## src/rtl/keypad_scan_fifo.sv

```systemverilog
`default_nettype none
// keypad_scan_fifo: ROWS x COLS active-low keypad scanner with press/release debounce,
// optional auto-repeat and a registered key-code FIFO.  Rev 1.0
module keypad_scan_fifo #(
  parameter int ROWS            = 4,
  parameter int COLS            = 4,
  parameter int SCAN_DIV        = 4,
  parameter int DEBOUNCE_CYCLES = 20,
  parameter int REPEAT_DELAY    = 0,
  parameter int REPEAT_RATE     = 0,
  parameter int DEPTH           = 4,
  localparam int CODE_W         = $clog2(ROWS * COLS)
) (
  input  logic              clk,
  input  logic              rst,
  input  logic [ROWS-1:0]   row_n,
  output logic [COLS-1:0]   col_n,
  output logic [CODE_W-1:0] out_code,
  output logic              out_valid,
  input  logic              out_ready,
  output logic              key_held,
  output logic              key_release,
  output logic              multi_key,
  output logic              overflow
);

  localparam int CIDX_W  = $clog2(COLS);
  localparam int RIDX_W  = $clog2(ROWS);
  localparam int DIV_W   = $clog2(SCAN_DIV + 1);
  localparam int DB_W    = $clog2(DEBOUNCE_CYCLES + 1);
  localparam int REP_MAX = (REPEAT_DELAY > REPEAT_RATE) ? REPEAT_DELAY : REPEAT_RATE;
  localparam int REP_W   = $clog2(REP_MAX + 2);
  localparam int PTR_W   = $clog2(DEPTH);
  localparam bit REP_EN  = (REPEAT_DELAY > 0);
  localparam bit DB_ONE  = (DEBOUNCE_CYCLES <= 1);

  localparam logic [CIDX_W-1:0] COL_LAST  = CIDX_W'(COLS - 1);
  localparam logic [DIV_W-1:0]  DIV_LAST  = DIV_W'(SCAN_DIV - 1);
  localparam logic [DB_W-1:0]   DB_LAST   = DB_W'(DB_ONE ? 0 : DEBOUNCE_CYCLES - 1);
  localparam logic [REP_W-1:0]  DLY_LAST  = REP_W'(REP_EN ? REPEAT_DELAY - 1 : 0);
  localparam logic [REP_W-1:0]  RATE_LAST = REP_W'((REP_EN && REPEAT_RATE > 0) ? REPEAT_RATE - 1 : 0);
  localparam logic [PTR_W:0]    FIFO_FULL = (PTR_W + 1)'(DEPTH);

  typedef enum logic [1:0] {
    SCAN     = 2'd0,
    PRESS_DB = 2'd1,
    HELD     = 2'd2,
    REL_DB   = 2'd3
  } state_t;

  state_t              state, state_nx;
  logic                active;
  logic [CIDX_W-1:0]   col_idx, col_idx_nx, col_next;
  logic [DIV_W-1:0]    div_cnt, div_cnt_nx;
  logic [DB_W-1:0]     db_cnt, db_cnt_nx;
  logic [ROWS-1:0]     pattern, pattern_nx;
  logic [CODE_W-1:0]   code, code_nx, sample_code, push_code;
  logic                held_nx, multi_nx, accept, release_ev, rep_fire, push;
  logic [REP_W-1:0]    rep_cnt, rep_target;
  logic                rep_first;
  logic [RIDX_W-1:0]   row_sel;
  logic [ROWS-1:0]     low;
  logic                rows_idle, rows_multi;

  logic [CODE_W-1:0]   mem [DEPTH];
  logic [PTR_W-1:0]    wr_ptr, rd_ptr;
  logic [PTR_W:0]      count;
  logic                full, pop, wr_en;

  // Row sample decode: row index r lives on row_n[ROWS-1-r]
  always_comb begin
    low        = ~row_n;
    rows_idle  = (low == '0);
    rows_multi = !rows_idle && ((low & (low - 1'b1)) != '0);
    row_sel    = '0;
    for (int r = 0; r < ROWS; r++) begin
      if (low[ROWS-1-r]) row_sel = RIDX_W'(r);
    end
    sample_code = CODE_W'(col_idx) * CODE_W'(ROWS) + CODE_W'(row_sel);
    col_next    = (col_idx == COL_LAST) ? '0 : col_idx + 1'b1;
  end

  always_comb begin
    col_n = '1;
    for (int k = 0; k < COLS; k++) begin
      if (active && (col_idx == CIDX_W'(k))) col_n[COLS-1-k] = 1'b0;
    end
  end

  always_comb begin
    state_nx   = state;
    col_idx_nx = col_idx;
    div_cnt_nx = div_cnt;
    db_cnt_nx  = db_cnt;
    pattern_nx = pattern;
    code_nx    = code;
    held_nx    = key_held;
    multi_nx   = 1'b0;
    accept     = 1'b0;
    release_ev = 1'b0;
    case (state)
      SCAN: begin
        if (active) begin
          if (div_cnt == DIV_LAST) begin
            div_cnt_nx = '0;
            if (rows_idle || rows_multi) begin
              col_idx_nx = col_next;
              multi_nx   = rows_multi;
            end else begin
              pattern_nx = row_n;
              code_nx    = sample_code;
              db_cnt_nx  = DB_W'(1);
              if (DB_ONE) accept = 1'b1;
              else        state_nx = PRESS_DB;
            end
          end else begin
            div_cnt_nx = div_cnt + 1'b1;
          end
        end
      end
      PRESS_DB: begin
        if (row_n == pattern) begin
          if (db_cnt == DB_LAST) accept = 1'b1;
          else                   db_cnt_nx = db_cnt + 1'b1;
        end else begin
          state_nx   = SCAN;
          col_idx_nx = col_next;
          db_cnt_nx  = '0;
        end
      end
      HELD: begin
        if (rows_idle) begin
          db_cnt_nx = DB_W'(1);
          if (DB_ONE) release_ev = 1'b1;
          else        state_nx = REL_DB;
        end
      end
      REL_DB: begin
        if (!rows_idle) begin
          state_nx  = HELD;
          db_cnt_nx = '0;
        end else if (db_cnt == DB_LAST) begin
          release_ev = 1'b1;
        end else begin
          db_cnt_nx = db_cnt + 1'b1;
        end
      end
      default: state_nx = SCAN;
    endcase
    if (accept) begin
      state_nx  = HELD;
      held_nx   = 1'b1;
      db_cnt_nx = '0;
    end
    if (release_ev) begin
      state_nx   = SCAN;
      held_nx    = 1'b0;
      col_idx_nx = col_next;
      div_cnt_nx = '0;
      db_cnt_nx  = '0;
    end
  end

  // Repeat timer keeps running through release bounces; pushes only while HELD
  always_comb begin
    rep_target = rep_first ? DLY_LAST : RATE_LAST;
    rep_fire   = REP_EN && (state == HELD) && (rep_cnt == rep_target);
    push       = accept || rep_fire;
    push_code  = code_nx;
  end

  always_ff @(posedge clk) begin
    if (rst) begin
      state       <= SCAN;
      active      <= 1'b0;
      col_idx     <= '0;
      div_cnt     <= '0;
      db_cnt      <= '0;
      pattern     <= '0;
      code        <= '0;
      key_held    <= 1'b0;
      key_release <= 1'b0;
      multi_key   <= 1'b0;
    end else begin
      state       <= state_nx;
      active      <= 1'b1;
      col_idx     <= col_idx_nx;
      div_cnt     <= div_cnt_nx;
      db_cnt      <= db_cnt_nx;
      pattern     <= pattern_nx;
      code        <= code_nx;
      key_held    <= held_nx;
      key_release <= release_ev;
      multi_key   <= multi_nx;
    end
  end

  always_ff @(posedge clk) begin
    if (rst || !REP_EN) begin
      rep_cnt   <= '0;
      rep_first <= 1'b1;
    end else if (accept) begin
      rep_cnt   <= '0;
      rep_first <= 1'b1;
    end else if (state == HELD || state == REL_DB) begin
      if (rep_cnt == rep_target) begin
        rep_cnt   <= '0;
        rep_first <= 1'b0;
      end else begin
        rep_cnt <= rep_cnt + 1'b1;
      end
    end
  end

  // Registered FIFO: a full FIFO still accepts a push when the head pops the same cycle
  always_comb begin
    full  = (count == FIFO_FULL);
    pop   = out_valid && out_ready;
    wr_en = push && (!full || pop);
  end

  always_ff @(posedge clk) begin
    if (rst) begin
      wr_ptr   <= '0;
      rd_ptr   <= '0;
      count    <= '0;
      overflow <= 1'b0;
      for (int i = 0; i < DEPTH; i++) mem[i] <= '0;
    end else begin
      if (wr_en) begin
        mem[wr_ptr] <= push_code;
        wr_ptr      <= wr_ptr + 1'b1;
      end
      if (pop) rd_ptr <= rd_ptr + 1'b1;
      if (wr_en && !pop)      count <= count + 1'b1;
      else if (pop && !wr_en) count <= count - 1'b1;
      if (push && full && !pop) overflow <= 1'b1;
    end
  end

  assign out_valid = (count != '0);
  assign out_code  = mem[rd_ptr];

endmodule
`default_nettype wire
```

## config.mk

```make
export PLATFORM = sky130hd
export DESIGN_NAME = keypad_scan_fifo
export DESIGN_NICKNAME = d
export VERILOG_FILES = /design/src/rtl/keypad_scan_fifo.sv
export SDC_FILE = /design/constraint.sdc
export NUM_CORES = 1
export LEC_CHECK = 0
export ABC_CLOCK_PERIOD_IN_PS = 2400
export BUFFER_PORTS_ARGS = -buffer_cell sky130_fd_sc_hd__buf_2
export CAP_MARGIN = 20
export CELL_PAD_IN_SITES_DETAIL_PLACEMENT = 0
export CELL_PAD_IN_SITES_GLOBAL_PLACEMENT = 1
export CORE_MARGIN = 1
export CORE_UTILIZATION = 42
export CTS_CLUSTER_DIAMETER = 60
export DETAILED_ROUTE_END_ITERATION = 10
export PLACE_DENSITY_LB_ADDON = 0.1
export SYNTH_ARGS = -nofsm -noshare
export SYNTH_HDL_FRONTEND = slang
export SYNTH_SLANG_ARGS = --single-unit
export TNS_END_PERCENT = 1
```

## constraint.sdc

```tcl
create_clock -name clk -period 2.4 [get_ports clk]
set_input_delay 0 -clock clk [delete_from_list [all_inputs] [get_ports clk]]
set_output_delay 0 -clock clk [all_outputs]
set_load 0.02 [all_outputs]
```

# Word level (Yosys, flattened, before mapping)
# Memories as Yosys holds them, arrays and structs flattened. A register that Yosys moved wholly into a read port is not among the register bits.
# Cells that the tools add are included.
[totals]
reg_bits = 32
latchBits = 0
ram_bits = 16
mem_bits_ro = 0
input_bits = 7
output_inout_bits = 13
mem_count = 1
[op_classes]
addsub = 9
mul = 0
div = 0
n_lt_le_gt_ge = 0
n_eq_ne = 26
shift = 0
mux = 53
bitwise = 6
n_reduce_logical = 34
[mem_list]
columns = ["memory", "words", "word_bits", "rd", "rd_ports_with_merged_regs", "wr", "line_no", "text"]
rows = [
  ["mem", 4, 4, 1, 1, 4, "65", "logic [CODE_W-1:0] mem [DEPTH];"],
]
[op_table]
columns = ["operator", "n"]
rows = [
  ["2-bit 2-to-1 mux", 18],
  ["5-bit 2-to-1 mux", 7],
  ["3-bit != test, second input constant", 10],
  ["4-bit 2-to-1 mux", 5],
  ["5-bit case mux with 4 select lines", 1],
  ["1-bit 2-to-1 mux", 17],
  ["2-bit != test, second input constant", 6],
  ["6-bit AND reduction", 2],
  ["1-bit logical AND", 11],
  ["3-bit 2-to-1 mux", 3],
  ["2-bit == test, second input constant", 4],
  ["2-bit case mux with 4 select lines", 1],
  ["4-bit AND reduction", 2],
  ["2-bit by 1-bit adder with 2-bit output, second input constant", 3],
  ["3-bit by 1-bit adder with 3-bit output, second input constant", 2],
  ["3-bit nonzero test", 2],
  ["5-bit by 1-bit adder with 5-bit output, second input constant", 1],
  ["5-bit == test, second input constant", 1],
  ["5-bit AND reduction", 1],
  ["5-bit OR reduction", 1],
  ["4-bit by 2-bit adder with 4-bit output", 1],
  ["4-bit bitwise AND", 1],
  ["2-bit by 1-bit == test with 1-bit output, second input constant", 2],
  ["4-bit == test", 1],
  ["17 further kinds", 25],
]

# Longest topological paths before layout
[logic_depth]
depth_word = 11
depth_mapped = 11

# Worst setup path after synthesis
# No wires, ideal clock.
[synth_path]
path_kind = "reg-to-reg"
startpoint = "register state[0]"
endpoint = "register count[2]"
setup_time_ps = 70
arrival_time_ps = 2511
required_ps = 2330
setup_slack_ps = -182
path_stages_with_launch = 11
path_buffers = 1
path_cell_list = "dfxtp_1 > inv_1 > or3_4 > nor4_4 > buf_4 > ha_1 > inv_1 > fa_1 > xor2_1 > or3_1 > a21oi_1"
[synth_between]
elab_chain_len = 6
[synth_lines]
columns = ["element", "line_no", "text"]
rows = [
  ["start, declared", "51", "state_t state, state_nx;"],
  ["start signal, assigned", "185", "state <= state_nx;"],
  ["2-bit by 1-bit == test with 1-bit output *", "101", "case (state)"],
  ["1-bit 2-to-1 mux *", "101", ""],
  ["1-bit logical AND *", "219", "wr_en = push && (!full || pop);"],
  ["named net wr_en", "68", "logic full, pop, wr_en;"],
  ["1-bit logical NOT", "236", "else if (pop && !wr_en) count <= count - 1'b1;"],
  ["1-bit logical AND", "236", ""],
  ["2-bit nonzero test (no line)", "--", ""],
  ["end signal, assigned", "235", "if (wr_en && !pop) count <= count + 1'b1;"],
  ["end signal, assigned", "236", ""],
  ["end, declared", "67", "logic [PTR_W:0] count;"],
]
# Mark *: on every way through the listed nets, which the timed path passes. The rest lies on a longest branch.
# A chain may end at the register's enable or synchronous reset.

# Final worst setup path
[layout_path]
startpoint = "register pattern[1]"
endpoint = "register count[2]"
[layout_between]
elab_chain_len = 7
[layout_lines]
columns = ["element", "line_no", "text"]
rows = [
  ["start, declared", "56", "logic [ROWS-1:0] pattern, pattern_nx;"],
  ["start signal, assigned", "190", "pattern <= pattern_nx;"],
  ["4-bit == test *", "122", "if (row_n == pattern) begin"],
  ["1-bit 2-to-1 mux *", "122", ""],
  ["1-bit 2-to-1 mux *", "101", ""],
  ["1-bit logical AND *", "219", ""],
  ["1-bit logical NOT", "236", ""],
  ["1-bit logical AND", "236", ""],
  ["2-bit nonzero test (no line)", "--", ""],
]
# Every way passes the cells marked *; elsewhere a longest branch is shown, timed or not.

==> results.md <==
- Clock tree root buffer cell: sky130_fd_sc_hd__clkbuf_8
- Gpl congestion: 0.765
- RSZ-0062 raised after global routing: true
- Global-route wire length before repair: 8.60 mm
- Height of the die: 78.6 um
- Fraction of final layout cells with drive strength greater than 1: approximately a fifth
- Remaining antenna violation count: 0
- Run status: completed
- Headroom to the max-slew limit: 65.7%
- Detailed-route vias per instance: 5.18
- Routed WL: 5.15 mm
- Type of element launching the critical path: flop
- Most frequent cells in the layout: sky130_fd_sc_hd__dfxtp_1, sky130_fd_sc_hd__nor2_1, sky130_fd_sc_hd__nand2_1
- Hold Path Class: input pin to flop
- Total number of H-tree levels: 2
- Total vias in the final route: 1,880
- Worst hold slack after final layout: 0.0533 ns
- Highest ir drop seen on vdd: around 370 uV
- Number of synthesized flops with an enable pin: 16
- Final count of negative-setup-slack endpoints: 0
- Hpwl dp: between 3 and 4 mm
- Number of global-route vias before repair: 1,761
- Worst reg-to-reg path cell count: 9
- Post-synth top area share: 27.6%
- Total die area: just over 6000 um^2
- Final Hold Viols: 0
- Effective utilization at floorplan: 44.2%
- Post-synthesis cell area: around 2500 um^2
- Type of the worst setup path: flop to flop
- Maximum number of pins on one net before global-route repair: 25
- Placement Setup Slack: -0.0225 ns
- CTS tree: yes
- Time the final worst path needs with I/O delays and setup: 2.34 ns
- Leak pwr: 1.08 nW
- Net count after synthesis: about 270
- DRC violations left: 0
- Data arrival time at the worst-slack endpoint: 2.58 ns
- Total of warnings raised by yosys: 0
- Overall track demand over capacity in global routing: 18.1%
- Slew at the pin with the worst max-slew slack: 0.514 ns
- Sequential element share of the synthesized area: 47.1%
- Total core area: approximately 5600 um^2
- Max-cap check violation count: 0
- Most common library cell in the layout ignoring fill and taps: sky130_fd_sc_hd__dfxtp_1
- PwrDens: 683 nW/um^2
- Initial antenna violation count: 0
- Pre-antenna DRT Iters: 4
- Total of buffers placed on input and output ports: 19
- Smallest setup slack after layout: a little under 0.06 ns
- #FFs+latches synth: 50
- Total congestion overflow after global routing: 0
- Post-synthesis cell type count: 50
- Post-synthesis async set-or-reset flop share: 0%
- Cell area after placement: 2740 um^2
- Antenna diode count: 0
- Layout-stage area growth over the synthesis result: 17.1%
- Max clock buf depth: 2
- Core Util, Final: about 52%
- Total number of nets in the final design: about 300
- Clock tree skew after final layout: 0.00890 ns
- Clk slew on worst S/H paths: 0.09 ns
- Post-Layout Inst Area: 2890 um^2
- Insertion delay to the later sink of the worst-skew pair: 0.31 ns
- Max Transition Viols Final: 0
- Final Cycle Share: around 98%
- Sink count of the clock tree: 50
- Worst R2R End: count[2]$_SDFFE_PP0P_
- Cell type with the largest total area after synthesis: sky130_fd_sc_hd__dfxtp_1
- Reg-to-Reg Start: pattern[1]$_SDFFE_PP0P_
- CP Max Fanout: 2
- Main flop type after synthesis: sky130_fd_sc_hd__dfxtp_1
- Setup tns final: 0 ns
- Dominant cells by area after synthesis: sky130_fd_sc_hd__dfxtp_1, sky130_fd_sc_hd__edfxtp_1, sky130_fd_sc_hd__nor2_1, sky130_fd_sc_hd__nand2_1, sky130_fd_sc_hd__mux4_2
- 1st-iter DRT viols: about 140
- Hold path depth: 3
- Mean cell area of the mapped netlist: 9.71 um^2
- Minimum setup slack among reg-to-reg paths: a little under 0.06 ns
- Required time at the endpoint of the critical path: between 2 and 3 ns
- Endpoint class of the critical path: flop
- Width of the chip: just under 80 um
- Synth Instances: 254
- Worst Hold Launch: row_n[2]
- IO Pins: 20
- Maximum achievable frequency: 427 MHz
- Terminating pin of the worst hold path: pattern[2]$_SDFFE_PP0P_
- Number of buffers created by CTS: 5
- Routed wirelength normalized by instance count: roughly 14 um
- Count of filler cells inserted in the layout: 526
- Row Count: 27
[cell usage after synthesis (2+ instances only)]
| library cell | instances |
|---|---|
| sky130_fd_sc_hd__mux2i_1 | 2 |
| sky130_fd_sc_hd__nor2b_1 | 2 |
| sky130_fd_sc_hd__or3_1 | 4 |
| sky130_fd_sc_hd__xor2_1 | 5 |
| sky130_fd_sc_hd__ha_1 | 7 |
| sky130_fd_sc_hd__inv_1 | 7 |
| sky130_fd_sc_hd__a22o_1 | 4 |
| sky130_fd_sc_hd__buf_2 | 4 |
| sky130_fd_sc_hd__nand4b_1 | 2 |
| sky130_fd_sc_hd__nand2_1 | 30 |
| sky130_fd_sc_hd__edfxtp_1 | 16 |
| sky130_fd_sc_hd__nor2_1 | 31 |
| sky130_fd_sc_hd__nor4b_1 | 2 |
| sky130_fd_sc_hd__and4_1 | 2 |
| sky130_fd_sc_hd__nor3_1 | 4 |
| sky130_fd_sc_hd__xnor2_1 | 6 |
| sky130_fd_sc_hd__and3_1 | 3 |
| sky130_fd_sc_hd__o21a_1 | 2 |
| sky130_fd_sc_hd__nand4_1 | 2 |
| sky130_fd_sc_hd__dfxtp_1 | 34 |
| sky130_fd_sc_hd__and2_1 | 12 |
| sky130_fd_sc_hd__o21ai_0 | 7 |
| sky130_fd_sc_hd__nand3b_1 | 3 |
| sky130_fd_sc_hd__a21oi_1 | 15 |
| sky130_fd_sc_hd__nand3_1 | 16 |
| sky130_fd_sc_hd__mux4_2 | 4 |
| sky130_fd_sc_hd__clkbuf_1 | 5 |
[worst max-delay path by stage]
stage | from | endpoint | slack [ns] | depth (start not counted)
floorplan | pattern[1]$_SDFFE_PP0P_ | count[2]$_SDFFE_PP0P_ | -0.17 | 10
global placement | pattern[1]$_SDFFE_PP0P_ | count[2]$_SDFFE_PP0P_ | 0.02 | 9
detailed placement | pattern[1]$_SDFFE_PP0P_ | count[2]$_SDFFE_PP0P_ | -0.02 | 9
global route | pattern[1]$_SDFFE_PP0P_ | count[2]$_SDFFE_PP0P_ | -0.05 | 9
finish | pattern[1]$_SDFFE_PP0P_ | count[2]$_SDFFE_PP0P_ | 0.06 | 9
CTS | pattern[1]$_SDFFE_PP0P_ | count[2]$_SDFFE_PP0P_ | 0.006 | 9
[through the flow]
| step | instances | total power (W) |
|---|---|---|
| detailed placement | 351 | 0.00138 |
| global route | 363 | 0.00207 |
| CTS | 362 | 0.00200 |
| global placement | 351 | 0.00138 |
| finish | 363 | 0.00197 |
| floorplan | 254 | 0.00127 |
[layer usage]
metal / vias up / part of all wire (%) / global-route usage, % / routed length [um]
met5: - / 0 / 0 / 0
met1: 871 / 52 / 26.0 / 2660
met4: 0 / 1.1 / 5.56 / 57
met3: 6 / 3.4 / 2.91 / 176
li1: 968 / - / - / -
met2: 35 / 44 / 27.9 / 2250
[flip-flops by register name, indices dropped and copies added, names as in the netlist, named ones only]
signal / cells
active: 1
code: 4
col_idx: 2
count: 3
db_cnt: 5
div_cnt: 3
key_held: 1
key_release: 1
mem: 16
multi_key: 1
overflow: 1
pattern: 4
rd_ptr: 2
state: 2
wr_ptr: 2
[what timing repair did]
action,CTS,global route
hold buffers,1,0
gates resized for setup,1,1
buffers inserted,2,1
endpoints found under the setup margin,1,1
endpoints found under the hold margin,1,0
pin swaps,3,2
[report_power, final]
| group | switching [W] | total, W | internal [W] |
|---|---|---|---|
| Clock | 0.000294 | 0.000611 | 0.000316 |
| Sequential | 0.0000536 | 0.000980 | 0.000926 |
| Combinational | 0.000207 | 0.000381 | 0.000174 |
[worst max-delay path, stage by stage, from the launching register on]
cell and delay [ns]:
sky130_fd_sc_hd__dfxtp_2 0.33, sky130_fd_sc_hd__xor2_1 0.15, sky130_fd_sc_hd__or3_4 0.35, sky130_fd_sc_hd__nor4_4 0.34, sky130_fd_sc_hd__ha_4 0.19, sky130_fd_sc_hd__inv_2 0.03, sky130_fd_sc_hd__fa_2 0.32, sky130_fd_sc_hd__xor2_1 0.15
sky130_fd_sc_hd__or3_1 0.30, sky130_fd_sc_hd__a21oi_1 0.12
[kinds of logic (layout without fill, tap and decap cells)]
| family | after synthesis | after routing | share of synthesized area (%) |
|---|---|---|---|
| compound gates | 38 | 38 | 9.84 |
| xor+xnor | 11 | 11 | 3.91 |
| fa+ha+maj | 9 | 9 | 4.77 |
| buf+inv | 19 | 56 | 3.55 |
| flops | 50 | 50 | 47.1 |
| mux | 6 | 6 | 4.46 |
| simple gates | 121 | 121 | 26.4 |
[cell type report]
type	instances	area, um^2	share of cell area (%)
Clock buffer	5	68.8	2.38
Clock inverter	3	47.5	1.65
Tap cell	72	90.1	3.12
Multi-Input combinational cell	185	1230	42.7
Inverter	8	30.0	1.04
Timing Repair Buffer	40	255	8.84
Sequential cell	50	1160	40.3
(Power assumes the default switching activity.)
